<file path="src/rtl/coffee_vend_ctrl.sv">
// Coin-operated two-drink vending controller with change return and cancel/refund.
// Optional idle auto-refund in COLLECT is built only when AUTO_REFUND_EN is defined.
module coffee_vend_ctrl #(
    parameter int CREDIT_W    = 8,
    parameter int COIN1_VAL   = 1,
    parameter int COIN2_VAL   = 2,
    parameter int COIN3_VAL   = 5,
    parameter int PRICE_A     = 3,
    parameter int PRICE_B     = 4,
    parameter int CHANGE_UNIT = 1,
    parameter int TIMEOUT     = 16
) (
    input  logic                clk,
    input  logic                reset,
    input  logic                coin1,
    input  logic                coin2,
    input  logic                coin3,
    input  logic                sel,
    input  logic                cancel,
    output logic                cafea,
    output logic                cafea_sel,
    output logic                rest,
    output logic                reject,
    output logic                busy,
    output logic [CREDIT_W-1:0] credit
);

    // Headroom so a full accumulator plus all three coins cannot wrap before the limit check.
    localparam int SUM_W = CREDIT_W + 4;
    localparam logic [SUM_W-1:0] CREDIT_MAX = {{(SUM_W - CREDIT_W){1'b0}}, {CREDIT_W{1'b1}}};

    typedef enum logic [1:0] {IDLE, COLLECT, VEND, CHANGE} state_t;

    state_t              state_q, state_d;
    logic [2:0]          coin_q;
    logic [2:0]          coin_edge;
    logic [CREDIT_W-1:0] credit_q, credit_d;
    logic [CREDIT_W-1:0] price_q, price_d;
    logic                sel_q, sel_d;
    logic                cafea_q, cafea_d;
    logic                rest_q, rest_d;
    logic                reject_q, reject_d;
    logic                busy_q, busy_d;
    logic [SUM_W-1:0]    deposit, total, credit_ext, new_credit, price_sel;
    logic                any_edge, accept, refund_req, tmo_hit;

    assign coin_edge  = {coin3, coin2, coin1} & ~coin_q;
    assign any_edge   = |coin_edge;
    assign deposit    = (coin_edge[0] ? SUM_W'(COIN1_VAL) : '0)
                      + (coin_edge[1] ? SUM_W'(COIN2_VAL) : '0)
                      + (coin_edge[2] ? SUM_W'(COIN3_VAL) : '0);
    assign credit_ext = SUM_W'(credit_q);
    assign total      = credit_ext + deposit;
    assign accept     = any_edge && (total <= CREDIT_MAX);
    assign new_credit = accept ? total : credit_ext;
    assign price_sel  = sel ? SUM_W'(PRICE_B) : SUM_W'(PRICE_A);
    assign refund_req = cancel || tmo_hit;

`ifdef AUTO_REFUND_EN
    localparam int TMO_W = $clog2(TIMEOUT + 1);

    logic [TMO_W-1:0] tmo_cnt_q, tmo_cnt_d;

    assign tmo_hit = (state_q == COLLECT) && !accept && (tmo_cnt_q == TMO_W'(TIMEOUT - 1));

    always_comb begin
        tmo_cnt_d = '0;
        if (state_q == COLLECT && state_d == COLLECT && !accept)
            tmo_cnt_d = tmo_cnt_q + TMO_W'(1);
    end

    always_ff @(posedge clk or negedge reset) begin
        if (!reset) tmo_cnt_q <= '0;
        else        tmo_cnt_q <= tmo_cnt_d;
    end
`else
    assign tmo_hit = 1'b0;
`endif

    always_comb begin
        // NOTE: every _d gets a default before the case so no path can infer a latch.
        state_d  = state_q;
        credit_d = credit_q;
        price_d  = price_q;
        sel_d    = sel_q;
        reject_d = 1'b0;
        case (state_q)
            IDLE: begin
                reject_d = any_edge && !accept;
                if (accept) begin
                    credit_d = total[CREDIT_W-1:0];
                    if (total >= price_sel) begin
                        state_d = VEND;
                        price_d = price_sel[CREDIT_W-1:0];
                        sel_d   = sel;
                    end else begin
                        state_d = COLLECT;
                    end
                end
            end
            COLLECT: begin
                if (refund_req) begin
                    state_d  = CHANGE;
                    reject_d = any_edge;
                end else begin
                    reject_d = any_edge && !accept;
                    credit_d = new_credit[CREDIT_W-1:0];
                    // Re-evaluated every cycle, so a later sel change can also complete a purchase.
                    if (new_credit >= price_sel) begin
                        state_d = VEND;
                        price_d = price_sel[CREDIT_W-1:0];
                        sel_d   = sel;
                    end
                end
            end
            VEND: begin
                reject_d = any_edge;
                credit_d = credit_q - price_q;
                state_d  = (credit_q > price_q) ? CHANGE : IDLE;
            end
            CHANGE: begin
                reject_d = any_edge;
                if (credit_q <= CREDIT_W'(CHANGE_UNIT)) begin
                    credit_d = '0;
                    state_d  = IDLE;
                end else begin
                    credit_d = credit_q - CREDIT_W'(CHANGE_UNIT);
                end
            end
            default: state_d = IDLE;
        endcase
        cafea_d = (state_d == VEND);
        rest_d  = (state_d == CHANGE);
        busy_d  = cafea_d || rest_d;
    end

    // NOTE: state and output flops use non-blocking assignments so all of them update together.
    always_ff @(posedge clk or negedge reset) begin
        if (!reset) begin
            state_q  <= IDLE;
            coin_q   <= '1;
            credit_q <= '0;
            price_q  <= '0;
            sel_q    <= 1'b0;
            cafea_q  <= 1'b0;
            rest_q   <= 1'b0;
            reject_q <= 1'b0;
            busy_q   <= 1'b0;
        end else begin
            state_q  <= state_d;
            coin_q   <= {coin3, coin2, coin1};
            credit_q <= credit_d;
            price_q  <= price_d;
            sel_q    <= sel_d;
            cafea_q  <= cafea_d;
            rest_q   <= rest_d;
            reject_q <= reject_d;
            busy_q   <= busy_d;
        end
    end

    assign cafea     = cafea_q;
    assign cafea_sel = sel_q;
    assign rest      = rest_q;
    assign reject    = reject_q;
    assign busy      = busy_q;
    assign credit    = credit_q;

endmodule

</file>
<file path="config.mk">
export PLATFORM = sky130hd
export DESIGN_NAME = coffee_vend_ctrl
export DESIGN_NICKNAME = d
export VERILOG_FILES = /design/src/rtl/coffee_vend_ctrl.sv
export SDC_FILE = /design/constraint.sdc
export NUM_CORES = 1
export LEC_CHECK = 0
export BUFFER_PORTS_ARGS = -buffer_cell sky130_fd_sc_hd__buf_2
export CELL_PAD_IN_SITES_DETAIL_PLACEMENT = 0
export CELL_PAD_IN_SITES_GLOBAL_PLACEMENT = 1
export CORE_ASPECT_RATIO = 1.1
export CORE_MARGIN = 2
export CORE_UTILIZATION = 33
export CTS_CLUSTER_DIAMETER = 120
export CTS_CLUSTER_SIZE = 10
export DETAILED_ROUTE_END_ITERATION = 6
export PLACE_DENSITY_LB_ADDON = 0.1
export SETUP_SLACK_MARGIN = 0.4
export SLEW_MARGIN = 10
export SYNTH_ARGS = -nofsm -noshare
export SYNTH_HDL_FRONTEND = slang
export SYNTH_SLANG_ARGS = --single-unit
</file>
<file path="constraint.sdc">
create_clock -name clk -period 3.5 [get_ports clk]
set_clock_uncertainty 0.2 [all_clocks]
set_input_delay 0.7 -clock clk [delete_from_list [all_inputs] [get_ports clk]]
set_output_delay 0.7 -clock clk [all_outputs]
set_load 0.01 [all_outputs]
</file>
==> results.cfg <==
[finish]
final_core_util_pct = 42.49
antenna_cells = 0
nets = 298
area.growth.synth_to_final_pct = 24.89
post_route_cells_drive_above_1_share_pct = 34.31

[yosys]
synth_top_flop_cell = sky130_fd_sc_hd__dfrtp_1
yosys_warn_count = 0
synth_async_sr_flop_share_pct = 100.0
yosysMostFrequentCell = sky130_fd_sc_hd__a21oi_1
yosys.area.top_type = sky130_fd_sc_hd__dfrtp_1
synthTopCellsByCount = sky130_fd_sc_hd__a21oi_1 (23), sky130_fd_sc_hd__nor2_1 (19), sky130_fd_sc_hd__dfrtp_1 (16), sky130_fd_sc_hd__inv_1 (15), sky130_fd_sc_hd__o21ai_0 (15)
synth_enable_flop_cells = 0
synthesized_netlist_net_count = 254
synth.yosys.seq_area_share_pct = 24.57
synth.ff_latch_count = 19
synth_cell_type_count = 61
synthCells = 231
post_synth.cell_area_avg_sq_um = 8.444
synth_top_area_share_pct = 20.53
synthTopCellsByArea = sky130_fd_sc_hd__dfrtp_1 (21%), sky130_fd_sc_hd__ha_1 (8.3%), sky130_fd_sc_hd__a21oi_1 (5.9%)
mappedNetlistArea_sq_um = 1951

[floorplan]
initial_core_util_pct = 34.02
die-area_sq_um = 6543
dieWidth_microns = 77.31
core_region_area_sq_um = 5733
pin_count = 20
die_y_microns = 84.64
rows = 29

[detailed_routing]
route.detailed.drc = 0
detail_route.wl_per_cell_microns = 18.08
num_vias = 1894
wirelength_microns = 6346
ant_nets = 0
routed_via_density = 5.396
first_pass_iters = 4
initial_drc_count = 118

[clock_tree]
clkLatencyLatePin_ns = 0.27
cts-root-to-sink-buffers = 2
clkSinkCount = 19
cts.clk_slew.worst_paths_ns = 0.08
cts_tree = yes
cts_made_buffers = 3
cts_root_buffer = sky130_fd_sc_hd__clkbuf_8
h-tree-depth = 1

[global_routing]
met1_usage_pct = 27.99
busiest_layer = met2
global_route_wire_length_before_repair_microns = 10250
overflow_after_grt = 0
grt_antenna_before_repair = 0
grt_pass1_vias = 1867
grt_max_degree = 20
grt.total_usage_pct = 19.82
grt_util_met2_pct = 32.17
global_route_met3_utilization_pct = 1.828

[timing]
setup_repair_after_global_routing_missed_its_margin = true
final.period_utilization_pct = 97.82
totalNegativeSetupSlack_ns = 0
worst_pin_slew_ns = 0.4865
finalMaxSlewViolations = 0
final-setup-viol-count = 0
achievable-frequency_mhz = 292.1
worst_max_slew_margin_expressed_relative_to_the_limit_pct = 67.44
timing_hold_violations_final = 0
period_minus_ws_final_ns = 3.424

[setup_path]
timing.critical_path.slowest_cell_delay_ns = 0.53
crit_fanout = 6
cp_data_required_time_ns = 3.49
setup.worst_path.end_class = register
chain_of_cells_forming_the_critical_path = nand2b_4, fa_2, inv_2, fa_2, a21oi_4, nand3b_4, nand2_4, mux2_4, ha_4, a21oi_2, o21ai_2, nor4_2, nand4b_2, buf_4, o221ai_2
type_of_the_setup_path_with_the_least_slack = reg2reg
worstPathArrival_ns = 3.41
timing.critical_path.mode_cell = sky130_fd_sc_hd__fa_2
critical_path.startpoint_type = register
worst_path_max_delay_cell = sky130_fd_sc_hd__dfstp_2

[min_path]
hold_path_class = in2async

[power_and_ir_drop]
final_power_mw = 2.196
cellPowerDensity_nw_per_um2 = 901.3
power.static_leakage_nw = 1.061
irDropWorstVdd_v = 0.0004070

[job]
drv_cap = 0

[outcome]
run_status = completed

[placed_design]
dp_hpwl_microns = 4897
port-buffer-count = 19
finalWeightedCongestion = 0.8544
==> area by class of cell <==
cell class | instances | area, sq um
Clock inverter | 1 | 5.005
Fill cell | 604 | 3297
Sequential cell | 19 | 479.2
Multi-Input combinational cell | 185 | 1426
Timing Repair Buffer | 50 | 327.8
Inverter | 16 | 60.06
Tap cell | 77 | 96.34
Clock buffer | 3 | 41.29
==> state kept, by name (all words and copies together), names as in the netlist <==
register	count
busy	1
cafea	1
cafea_sel	1
coin_q	3
credit	8
price_q	1
reject	1
rest	1
state_q	2
==> final timing paths <==
check / from / endpoint / slack (ns) / cells after the start
worst max register to register: coin_q[2]$_DFF_PN1_ / state_q[0]$_DFF_PN0_ / 0.08 / 15
worst min register to register: cafea_sel$_DFFE_PN0P_ / cafea_sel$_DFFE_PN0P_ / 0.43 / 2
worst min-delay path: reset / credit[3]$_DFFE_PN0P_ / 0.18 / 1
min in group clk: coin2 / coin_q[1]$_DFF_PN1_ / 0.34 / 1
max in group asynchronous: reset / coin_q[0]$_DFF_PN1_ / 2.56 / 1
worst max-delay path: coin_q[2]$_DFF_PN1_ / state_q[0]$_DFF_PN0_ / 0.08 / 15
==> cells in the final DEF, fill, tap and decap left out, types with 5 or more instances in the layout <==
cell type / instances
sky130_fd_sc_hd__a21oi_1: 20
sky130_fd_sc_hd__xor2_1: 6
sky130_fd_sc_hd__nand3_1: 10
sky130_fd_sc_hd__o21ai_0: 14
sky130_fd_sc_hd__buf_4: 31
sky130_fd_sc_hd__nand2_1: 13
sky130_fd_sc_hd__dfrtp_1: 16
sky130_fd_sc_hd__ha_1: 11
sky130_fd_sc_hd__buf_2: 19
sky130_fd_sc_hd__inv_1: 14
sky130_fd_sc_hd__a31oi_1: 5
sky130_fd_sc_hd__xnor2_1: 7
sky130_fd_sc_hd__nor2_1: 19
==> through the flow <==
step	worst slack [ns]	hold slack (ns)	cell area, sq um	cells
final	0.07645	0.1818	2436	351
after global routing	-0.1012	0.2194	2436	351
after CTS	0.05733	0.2015	2380	346
after detailed placement	-0.3222	0.4092	2292	338
after global placement	-0.1558	0.3932	2292	338
after floorplan	-0.03633	0.2044	2018	231
==> where the power goes <==
group	total, mW	switching [mW]	internal [mW]
sequential	0.377	0.0753	0.302
combinational	1.65	0.955	0.699
clock	0.165	0.0850	0.0795
==> metal layers <==
metal	wire (microns)	vias up	part of all wire, %
li1	-	923	-
met3	231	11	3.6
met4	139	0	2.2
met2	3078	51	49
met1	2896	909	46
met5	0	-	0
==> critical path, delay by kind of cell (launching register included) <==
| kind | cells | cell delay (ns) |
|---|---|---|
| buffers and inverters | 2 | 0.22 |
| muxes | 1 | 0.33 |
| DFF | 1 | 0.53 |
| adders and majority gates | 3 | 0.78 |
| AOI/OAI and AO/OA | 4 | 0.51 |
| and+or+nand+nor | 5 | 0.78 |
==> cell families (layout without fill, tap and decap cells) <==
kind of cell             after synthesis  count (layout)  share of synthesized area (%)
AND/OR/NAND/NOR                       80              80                          23.03
multiplexers                           6               6                          3.271
adder cells (fa/ha/maj)               16              16                          11.42
buffers and inverters                 27              70                          6.992
AO/OA/AOI/OAI                         70              70                          24.89
XOR/XNOR                              13              13                          5.837
flip-flops                            19              19                          24.57
==> repair_timing <==
item | 4_1_cts | 5_1_grt
setup buffers | 4 | 5
pin swaps | 8 | 3
endpoints found under the setup margin | 6 | 8
hold endpoints to repair | 0 | 0
gates resized for setup | 3 | 3
hold buffers | 0 | 0
Note: power is estimated with default switching activity, not from simulation.
